<file path="config.mk">
export PLATFORM = sky130hd
export DESIGN_NAME = systolic_ctrl
export DESIGN_NICKNAME = d
export VERILOG_FILES = /design/src/rtl/systolic_ctrl_pkg.sv /design/src/rtl/systolic_ctrl_col_valid.sv /design/src/rtl/systolic_ctrl.sv
export SDC_FILE = /design/constraint.sdc
export NUM_CORES = 1
export LEC_CHECK = 0
export CAP_MARGIN = 5
export CORE_ASPECT_RATIO = 1.75
export CORE_MARGIN = 1.5
export CORE_UTILIZATION = 45
export CTS_CLUSTER_DIAMETER = 150
export DETAILED_ROUTE_END_ITERATION = 8
export HOLD_SLACK_MARGIN = 0.15
export PLACE_DENSITY = 0.68
export SLEW_MARGIN = 25
export SYNTH_ARGS = -nofsm -noshare
export SYNTH_HDL_FRONTEND = slang
export SYNTH_HIERARCHICAL = 1
export SYNTH_SLANG_ARGS = --single-unit
</file>
<file path="constraint.sdc">
create_clock -name clk_i -period 2.83 [get_ports clk_i]
set_input_delay 0.283 -clock clk_i [delete_from_list [all_inputs] [get_ports clk_i]]
set_output_delay 0.283 -clock clk_i [all_outputs]
set_load 0.005 [all_outputs]
</file>
<file path="src/rtl/systolic_ctrl_pkg.sv">
// Shared types for the systolic array sequencer and its PEs.
// Row mux encoding is shared with the PE; state names carry an ST_ prefix so they do not collide with the mux literals.
package systolic_ctrl_pkg;

   typedef enum logic [1:0] {
      PASSTHROUGH = 2'd0,
      LOAD        = 2'd1,
      PROCESS     = 2'd2
   } input_mux_t;

   typedef enum logic [1:0] {
      ST_IDLE,
      ST_LOAD,
      ST_COMPUTE,
      ST_DONE
   } ctrl_state_t;

   localparam int PERF_CYCLES_W = 32;
   localparam int PERF_JOBS_W   = 16;

   // Phase counter must hold the longest COMPUTE index: LEN_max + ROWS + COLS - 2.
   function automatic int phase_cnt_w(input int len_w, input int rows, input int cols);
      return $clog2((1 << len_w) + rows + cols);
   endfunction

endpackage

</file>
<file path="src/rtl/systolic_ctrl_col_valid.sv">
// Per-column output-valid window: column c is valid for phase in [ROWS+c, ROWS+c+LEN-1].
module ctrl_col_valid
   import systolic_ctrl_pkg::*;
#(
   parameter int ROWS  = 4,
   parameter int COLS  = 4,
   parameter int LEN_W = 8,
   parameter int CNT_W = 9
) (
   input  logic             active,
   input  logic [CNT_W-1:0] phase,
   input  logic [LEN_W-1:0] len,
   output logic [COLS-1:0]  out_valid
);

   genvar gi;
   generate
      for (gi = 0; gi < COLS; gi++) begin : g_col
         localparam logic [CNT_W-1:0] FIRST = CNT_W'(ROWS + gi);
         logic [CNT_W-1:0] end_excl;

         // Exclusive upper bound avoids a subtract; cannot overflow for the counter width chosen.
         assign end_excl       = FIRST + CNT_W'(len);
         assign out_valid[gi]  = active && (phase >= FIRST) && (phase < end_excl);
      end
   endgenerate

endmodule

</file>
<file path="src/rtl/systolic_ctrl.sv">
// Weight-stationary systolic array sequencer: LOAD weights, COMPUTE activations, DONE pulse.
// Optional performance counters are built when SYSTOLIC_CTRL_PERF_EN is defined.
module systolic_ctrl
   import systolic_ctrl_pkg::*;
#(
   parameter int ROWS  = 4,
   parameter int COLS  = 4,
   parameter int LEN_W = 8
) (
   input  logic                     clk_i,
   input  logic                     rst_i,
   input  logic                     start_i,
   input  logic [LEN_W-1:0]         len_i,
   output logic                     busy_o,
   output logic                     done_o,
   output logic                     wgt_rd_o,
   output logic [$clog2(ROWS)-1:0]  wgt_row_o,
   output logic                     act_rd_o,
   output logic [LEN_W-1:0]         act_idx_o,
   output logic [2*ROWS-1:0]        mux_o,
   output logic [ROWS-1:0]          add_zero_o,
   output logic [COLS-1:0]          out_valid_o
`ifdef SYSTOLIC_CTRL_PERF_EN
   ,
   output logic [PERF_CYCLES_W-1:0] job_cycles_o,
   output logic [PERF_JOBS_W-1:0]   jobs_o
`endif
);

   localparam int ROW_W = $clog2(ROWS);
   localparam int CNT_W = phase_cnt_w(LEN_W, ROWS, COLS);
   localparam logic [CNT_W-1:0] LOAD_LAST = CNT_W'(ROWS - 1);

   ctrl_state_t      state_reg, state_next;
   logic [CNT_W-1:0] phase_reg, phase_next;
   logic [LEN_W-1:0] len_reg;
   logic [CNT_W-1:0] compute_last;
   logic             in_load, in_compute;
   input_mux_t       row_mode;

   assign compute_last = CNT_W'(len_reg) + CNT_W'(ROWS + COLS - 2);
   assign in_load      = (state_reg == ST_LOAD);
   assign in_compute   = (state_reg == ST_COMPUTE);

   always_ff @(posedge clk_i) begin
      if (rst_i) begin
         state_reg <= ST_IDLE;
         phase_reg <= '0;
         len_reg   <= '0;
      end else begin
         state_reg <= state_next;
         phase_reg <= phase_next;
         if (state_reg == ST_IDLE && start_i && (len_i != '0))
            len_reg <= len_i;
      end
   end

   // The phase counter restarts on every state entry.
   always_comb begin
      state_next = state_reg;
      phase_next = phase_reg + 1'b1;
      case (state_reg)
         ST_IDLE: begin
            phase_next = '0;
            if (start_i && (len_i != '0))
               state_next = ST_LOAD;
         end
         ST_LOAD: begin
            if (phase_reg == LOAD_LAST) begin
               state_next = ST_COMPUTE;
               phase_next = '0;
            end
         end
         ST_COMPUTE: begin
            if (phase_reg == compute_last) begin
               state_next = ST_DONE;
               phase_next = '0;
            end
         end
         ST_DONE: begin
            state_next = ST_IDLE;
            phase_next = '0;
         end
         default: begin
            state_next = ST_IDLE;
            phase_next = '0;
         end
      endcase
   end

   always_comb begin
      busy_o     = in_load || in_compute;
      done_o     = (state_reg == ST_DONE);
      wgt_rd_o   = in_load;
      wgt_row_o  = '0;
      act_rd_o   = 1'b0;
      act_idx_o  = '0;
      add_zero_o = '0;
      row_mode   = PASSTHROUGH;
      if (in_load) begin
         // Bottom row first so every row latches its own weight on the final LOAD cycle.
         wgt_row_o = ROW_W'(ROWS - 1) - phase_reg[ROW_W-1:0];
         if (phase_reg == LOAD_LAST)
            row_mode = LOAD;
      end
      if (in_compute) begin
         row_mode      = PROCESS;
         add_zero_o[0] = 1'b1;
         if (phase_reg < CNT_W'(len_reg)) begin
            act_rd_o  = 1'b1;
            act_idx_o = phase_reg[LEN_W-1:0];
         end
      end
   end

   genvar gi;
   generate
      for (gi = 0; gi < ROWS; gi++) begin : g_row_mux
         assign mux_o[2*gi +: 2] = row_mode;
      end
   endgenerate

   ctrl_col_valid #(
      .ROWS  (ROWS),
      .COLS  (COLS),
      .LEN_W (LEN_W),
      .CNT_W (CNT_W)
   ) u_col_valid (
      .active    (in_compute),
      .phase     (phase_reg),
      .len       (len_reg),
      .out_valid (out_valid_o)
   );

`ifdef SYSTOLIC_CTRL_PERF_EN
   logic [PERF_CYCLES_W-1:0] busy_cnt_reg;
   logic [PERF_CYCLES_W-1:0] job_cycles_reg;
   logic [PERF_JOBS_W-1:0]   jobs_reg;

   always_ff @(posedge clk_i) begin
      if (rst_i) begin
         busy_cnt_reg   <= '0;
         job_cycles_reg <= '0;
         jobs_reg       <= '0;
      end else begin
         if (state_reg == ST_IDLE)
            busy_cnt_reg <= '0;
         else if (busy_o)
            busy_cnt_reg <= busy_cnt_reg + 1'b1;
         if (state_reg == ST_DONE) begin
            job_cycles_reg <= busy_cnt_reg;
            jobs_reg       <= jobs_reg + 1'b1;
         end
      end
   end

   assign job_cycles_o = job_cycles_reg;
   assign jobs_o       = jobs_reg;
`endif

endmodule
</file>
==> impl_metrics.json, run 1 <==
{
  "grt_pass1_vias": 2577,
  "synthCells": 342,
  "setup_viol": 5,
  "die_height_um": 105,
  "nets": 477,
  "multi_input_area_sq_um": 2200,
  "ys_top_cells_by_area": "ha_1, dfxtp_1, xnor2_1",
  "cts_made_buffers": 3,
  "relSlewSlack": 0.578,
  "grtUsageTotal": 0.260,
  "tightestPinTransition_ns": 0.633,
  "p_per_area_nw_per_um2": 494,
  "status": "complete, but fails checks",
  "ant_nets": 0,
  "design_power_total_uw": 1730,
  "hold_viol_final": 0,
  "crit_required_ns": 2.55,
  "synth_common_cells": "ha_1, nand2_1, nor2_1",
  "cts_tree": "done",
  "area_growth_pct": 30.7,
  "largest_reg_flops": 9,
  "rrSetupSlack_ns": 0.31,
  "synth-seq-cells": 19,
  "period_share": 1.05,
  "worstSetupPathType": "reg -> out",
  "finalSetupTns_ns": -0.521,
  "hp-class": "reg -> reg",
  "startpoint_type": "flip-flop",
  "drt_first_pass_iters": 4,
  "rsz0062_at_grt": "true",
  "synthesis.area_sq_um": 2680,
  "dp_hpwl_um": 6210,
  "violations": "negative setup slack",
  "clock.fmax_mhz": 337,
  "drc": 0,
  "clock_sinks": 19,
  "drive_gt1_frac": 0.210,
  "syn_area_per_cell_sq_um": 7.83,
  "root_buffer": "clkbuf_8",
  "instances_no_fill": 488,
  "dieArea_sq_um": 6440,
  "finClkSkew_ns": 0.0101,
  "ir_drop_v": 0.000474,
  "min_from": "len_reg[4]$_SDFFE_PP0P_",
  "endpoint_kind": "primary output",
  "via_per_inst": 5.36,
  "maxSlewViolCount": 0,
  "r2r-end": "phase_reg[0]$_SDFF_PP0_",
  "holdPathEnd": "len_reg[4]$_SDFFE_PP0P_",
  "synth_area_leader_cell": "ha_1",
  "n_fill_cell": 555,
  "p_leak_uw": 0.00154,
  "synth-seq-area-share": 0.142,
  "period_needed_ns": 2.97,
  "insertion_delay_ns": 0.26,
  "yosys.cell_count.top_type": "ha_1",
  "synth_edf_count": 0,
  "ys_types": 48,
  "routed_wl_um": 7730,
  "rr_startpoint": "len_reg[1]$_SDFFE_PP0P_",
  "clkTransAtPathRegs_ns": 0.07,
  "ys_async_sr_fraction": 0,
  "setup_slack_ns": -0.137,
  "seqCellArea_sq_um": 390,
  "worstPathMaxFanout": 9,
  "dp_cells": 483,
  "synth_flop_cell": "dfxtp_1",
  "grt_start_max_net_pins": 13,
  "rows": 37,
  "drt-initial-drc-count": 83,
  "place.gp.congestion": 0.890,
  "grt_pass1_wl_um": 12600,
  "clockBufferDepth": 2,
  "grt_overflow": 0,
  "dr_total_vias": 2616,
  "drv_cap": 0,
  "yosysWarnings": 6,
  "core_sq_um": 5830,
  "ff2ff_path_depth": 9,
  "ctsHoldBuffers": 0,
  "die_w_um": 61.3,
  "io_pins": 41,
  "start_util": 0.459,
  "grt_antenna_before_repair": 0,
  "htree_levels": 1,
  "wl_per_cell_um": 15.8,
  "port_buffers": 37,
  "worst-endpoint-arrival_ns": 2.68,
  "final_util": 0.600,
  "hold_depth": 2,
  "antennaDiodeCount": 0,
  "yosys.area.top_type_share": 0.257,
  "fin_hold_ws_ns": 0.521
}
-- layout make-up --
type	count	share of cell area
multi-input cells	285	0.629
repair buffers	84	0.199
clock buffers	3	0.0118
clock inverters	1	0.00143
flip-flops and latches	19	0.111
inverters	18	0.0193
well taps	78	0.0279
-- per-stage QoR --
stage	instance area, sq um	worst slack [ns]
final	3500	-0.137
after global routing	3500	-0.277
after CTS	3470	-0.140
after detailed placement	3360	-0.219
after global placement	3360	-0.172
after floorplan	2690	0.193
-- worst max-delay path by stage --
stage / from / to / cells past startpoint
global route: len_reg[1]$_SDFFE_PP0P_ / act_idx_o[4] / 10
floorplan: len_reg[2]$_SDFFE_PP0P_ / out_valid_o[1] / 8
CTS: len_reg[1]$_SDFFE_PP0P_ / act_idx_o[4] / 10
detailed placement: len_reg[1]$_SDFFE_PP0P_ / out_valid_o[3] / 11
finish: len_reg[1]$_SDFFE_PP0P_ / act_idx_o[4] / 10
global placement: len_reg[3]$_SDFFE_PP0P_ / out_valid_o[1] / 10
-- cells in the final DEF, fill, tap and decap left out, drive strengths merged, types with 18 or more instances in the layout --
cell type	instances
nand3	18
nor2	33
clkdlybuf4s50	29
inv	18
ha	55
nand2	33
dfxtp	19
buf	49
xnor2	22
a21oi	26
-- cell families (layout without fill, tap and decap cells) --
| group | Yosys count | in the layout | synth area share |
|---|---|---|---|
| and+or+nand+nor | 125 | 125 | 0.234 |
| AOI/OAI and AO/OA | 66 | 66 | 0.171 |
| adders and majority gates | 55 | 55 | 0.257 |
| buffers and inverters | 40 | 106 | 0.0761 |
| xor gates and xnor gates | 35 | 35 | 0.114 |
| DFF | 19 | 19 | 0.142 |
| other | 1 | 3 | 0.00140 |
| muxes | 1 | 1 | 0.00374 |
-- timing repair --
action / CTS / global route
buffers inserted: 1 / 0
endpoints found under the setup margin: 13 / 9
gates cloned: 0 / 0
pin swaps: 3 / 9
resized for setup: 29 / 17
-- worst max-delay path: stages (launching register included) --
cell,delay (ns)
dfxtp_4,0.38
buf_4,0.14
inv_1,0.06
ha_1,0.28
nor2b_1,0.13
o21a_1,0.16
o21a_1,0.16
o211ai_1,0.18
a21oi_2,0.16
nor3b_1,0.24
clkdlybuf4s50_1,0.54
-- layer usage --
| layer | share of wire | global-route usage | vias up |
|---|---|---|---|
| met5 | 0 | 0 | - |
| met4 | 0.044 | 0.126 | 0 |
| met3 | 0.036 | 0.0136 | 21 |
| met2 | 0.54 | 0.455 | 76 |
| met1 | 0.38 | 0.303 | 1193 |
| li1 | - | - | 1326 |
-- power by group --
group	internal (uW)	total (uW)	switching, uW
registers	314	360	45.6
clock network	98.0	191	93.5
logic	553	1180	627
total	965	1730	766
(Power assumes the default switching activity.)
==> inputs of run 2 (changes only) <==
--- a/config.mk
+++ b/config.mk
@@ -13,6 +13,7 @@
 export DETAILED_ROUTE_END_ITERATION = 8
 export HOLD_SLACK_MARGIN = 0.15
 export PLACE_DENSITY = 0.68
+export SKIP_CTS_REPAIR_TIMING = 1
 export SLEW_MARGIN = 25
 export SYNTH_ARGS = -nofsm -noshare
 export SYNTH_HDL_FRONTEND = slang
==> run 2 against run 1 <==
  * The flow still finishes with violations (negative setup slack)
  * Sequential power about the same
  * Count of clock-buffer cells in the layout stayed put
  * Cell count rose by 0.20%
  * Sequential cell count is the same
  * Global-route usage fell by 0.24 points
  * Clock skew hardly changed
  * Total power down 0.33%
  * Core utilization is 0.17 points lower
  * Fmax barely moved
  * Worst setup slack improved by 0.0013 ns
  * Die area unchanged
  * Clock power barely moved
==> impl_metrics.json, run 2 (synthesis gave the netlist of run 1 again) <==
{
  "status": "complete, but fails checks",
  "violations": "negative setup slack",
  "critPathTopFamily": "buffers and inverters",
  "period_needed_ns": 2.97,
  "final_common_cell": "ha_1",
  "grtUsageTotal": 0.258,
  "htree_levels": 1,
  "multi_input_area_sq_um": 2170,
  "nets": 478,
  "n_fill_cell": 565,
  "clock_sinks": 19,
  "slowest_stage": "clkdlybuf4s50_1",
  "clkTransAtPathRegs_ns": 0.07,
  "dieArea_sq_um": 6440,
  "dp_hpwl_um": 6210,
  "hp-class": "reg -> reg",
  "fin_hold_ws_ns": 0.523,
  "p_comb_frac": 0.682,
  "ir_drop_v": 0.000471,
  "wl_per_cell_um": 15.7,
  "relSlewSlack": 0.578,
  "ant_nets": 0,
  "dp_worst_setup_slack_ns": -0.219,
  "finClkSkew_ns": 0.0105,
  "p_leak_uw": 0.00154,
  "endpoint": "act_idx_o[4]",
  "p_clk_frac": 0.111,
  "cp.depth": 10,
  "critPathLaunch": "len_reg[1]$_SDFFE_PP0P_",
  "rr_startpoint": "len_reg[1]$_SDFFE_PP0P_",
  "ff2ff_path_depth": 9,
  "cts_tree": "done",
  "crit_required_ns": 2.55,
  "grt_antenna_before_repair": 0,
  "setup_viol": 10,
  "worstPathCellList": "buf_4 > inv_1 > ha_1 > nor2b_1 > o21a_1 > o21a_1 > o211ai_1 > a21oi_2 > nor3b_1 > clkdlybuf4s50_1",
  "drt_first_pass_iters": 4,
  "start_util": 0.459,
  "seqPwrFrac": 0.207,
  "core_sq_um": 5830,
  "drv_cap": 0,
  "swShare": 0.441,
  "grt_start_max_net_pins": 13,
  "startpoint_type": "flip-flop",
  "cts_made_buffers": 3,
  "drive_gt1_frac": 0.202,
  "dp_cells": 483,
  "period_share": 1.05,
  "rsz0062_at_grt": "true",
  "grt_overflow": 0,
  "hold_viol_final": 0,
  "clock.fmax_mhz": 337,
  "grt_pass1_wl_um": 12400,
  "die_w_um": 61.3,
  "grt_pass1_vias": 2557,
  "worst-path-buf-inv": 3,
  "endpoint_kind": "primary output",
  "antennaDiodeCount": 0,
  "die_height_um": 105,
  "maxSlewViolCount": 0,
  "port_buffers": 37,
  "via_per_inst": 5.38,
  "worstPathMaxFanout": 9,
  "root_buffer": "clkbuf_8",
  "power.switching_uw": 761,
  "setup_slack_ns": -0.136,
  "worstSetupPathType": "reg -> out",
  "intPower_uw": 965,
  "routed_wl_um": 7700,
  "seqCellArea_sq_um": 390,
  "dr_total_vias": 2630,
  "rrSetupSlack_ns": 0.30,
  "rows": 37,
  "largest_reg_flops": 9,
  "tightestPinTransition_ns": 0.633,
  "worst-endpoint-arrival_ns": 2.68,
  "final_cell_mix": "ha_1, buf_4, nand2_1, clkdlybuf4s50_1, nor2_1",
  "critPathMostFrequentCell": "o21a_1",
  "r2r-end": "phase_reg[0]$_SDFF_PP0_",
  "area_growth_pct": 30.4,
  "clockBufferDepth": 2,
  "insertion_delay_ns": 0.26,
  "drt-initial-drc-count": 74,
  "io_pins": 41,
  "place.gp.congestion": 0.890,
  "drc": 0,
  "p_per_area_nw_per_um2": 494,
  "slowest_delay_ns": 0.54,
  "instances_no_fill": 489
}
-- run 2: cell types whose count changed in the layout (fill, tap and decap cells not counted), moves of 2 or more --
cell             delta
clkbuf_2            -2
clkdlybuf4s50_1     +4
dlygate4sd2_1       -4
ha_2                +2
ha_4                -3
nor2_1              +2
nor2_2              -3
-- run 2: cell type report --
cell class	count	share of cell area
multi-input cells	285	0.620
repair buffers	85	0.207
flip-flops and latches	19	0.112
well taps	78	0.0279
inverters	18	0.0193
clock buffers	3	0.0118
clock inverters	1	0.00143
-- run 2: worst min-delay path by stage --
stage | slack (ns) | cells past startpoint | endpoint | from
floorplan | 0.43 | 2 | len_reg[7]$_SDFFE_PP0P_ | len_i[7]
global placement | 0.50 | 2 | len_reg[4]$_SDFFE_PP0P_ | len_reg[4]$_SDFFE_PP0P_
detailed placement | 0.51 | 2 | len_reg[4]$_SDFFE_PP0P_ | len_reg[4]$_SDFFE_PP0P_
CTS | 0.52 | 2 | len_reg[4]$_SDFFE_PP0P_ | len_reg[4]$_SDFFE_PP0P_
global route | 0.56 | 2 | len_reg[4]$_SDFFE_PP0P_ | len_reg[4]$_SDFFE_PP0P_
finish | 0.52 | 2 | len_reg[4]$_SDFFE_PP0P_ | len_reg[4]$_SDFFE_PP0P_
-- run 2: power by group through the flow --
| stage | registers (uW) | logic, uW | clock network, uW |
|---|---|---|---|
| finish | 358 | 1180 | 191 |
| global route | 367 | 1310 | 204 |
| CTS | 354 | 1150 | 195 |
| detailed placement | 361 | 1140 | 0 |
| global placement | 357 | 1120 | 0 |
| floorplan | 383 | 683 | 0 |
-- run 2: through the flow --
stage          TNS (ns)  cell area, sq um   util  power [uW]
3_3_place_gp     -0.343              3360  0.577        1480
6_report         -0.871              3490  0.599        1730
3_5_place_dp     -0.428              3360  0.577        1500
4_1_cts           -3.90              3410  0.585        1690
5_1_grt           -2.45              3490  0.599        1880
2_1_floorplan         0              2690      -        1070
-- run 2: worst register-to-register path: cells and delay by family, from the launching register on --
kind / cells / cell delay, ns
AOI/OAI and AO/OA: 4 / 1.23
adders and majority gates: 1 / 0.28
buffers and inverters: 2 / 0.20
DFF: 1 / 0.38
and+or+nand+nor: 2 / 0.33
-- run 2: routing by layer --
metal,wire length (um),vias up,GRT usage,part of all wire
li1,-,1327,-,-
met2,3990,81,0.442,0.52
met4,462,0,0.141,0.060
met1,2910,1194,0.297,0.38
met5,0,-,0,0
met3,339,28,0.0198,0.044
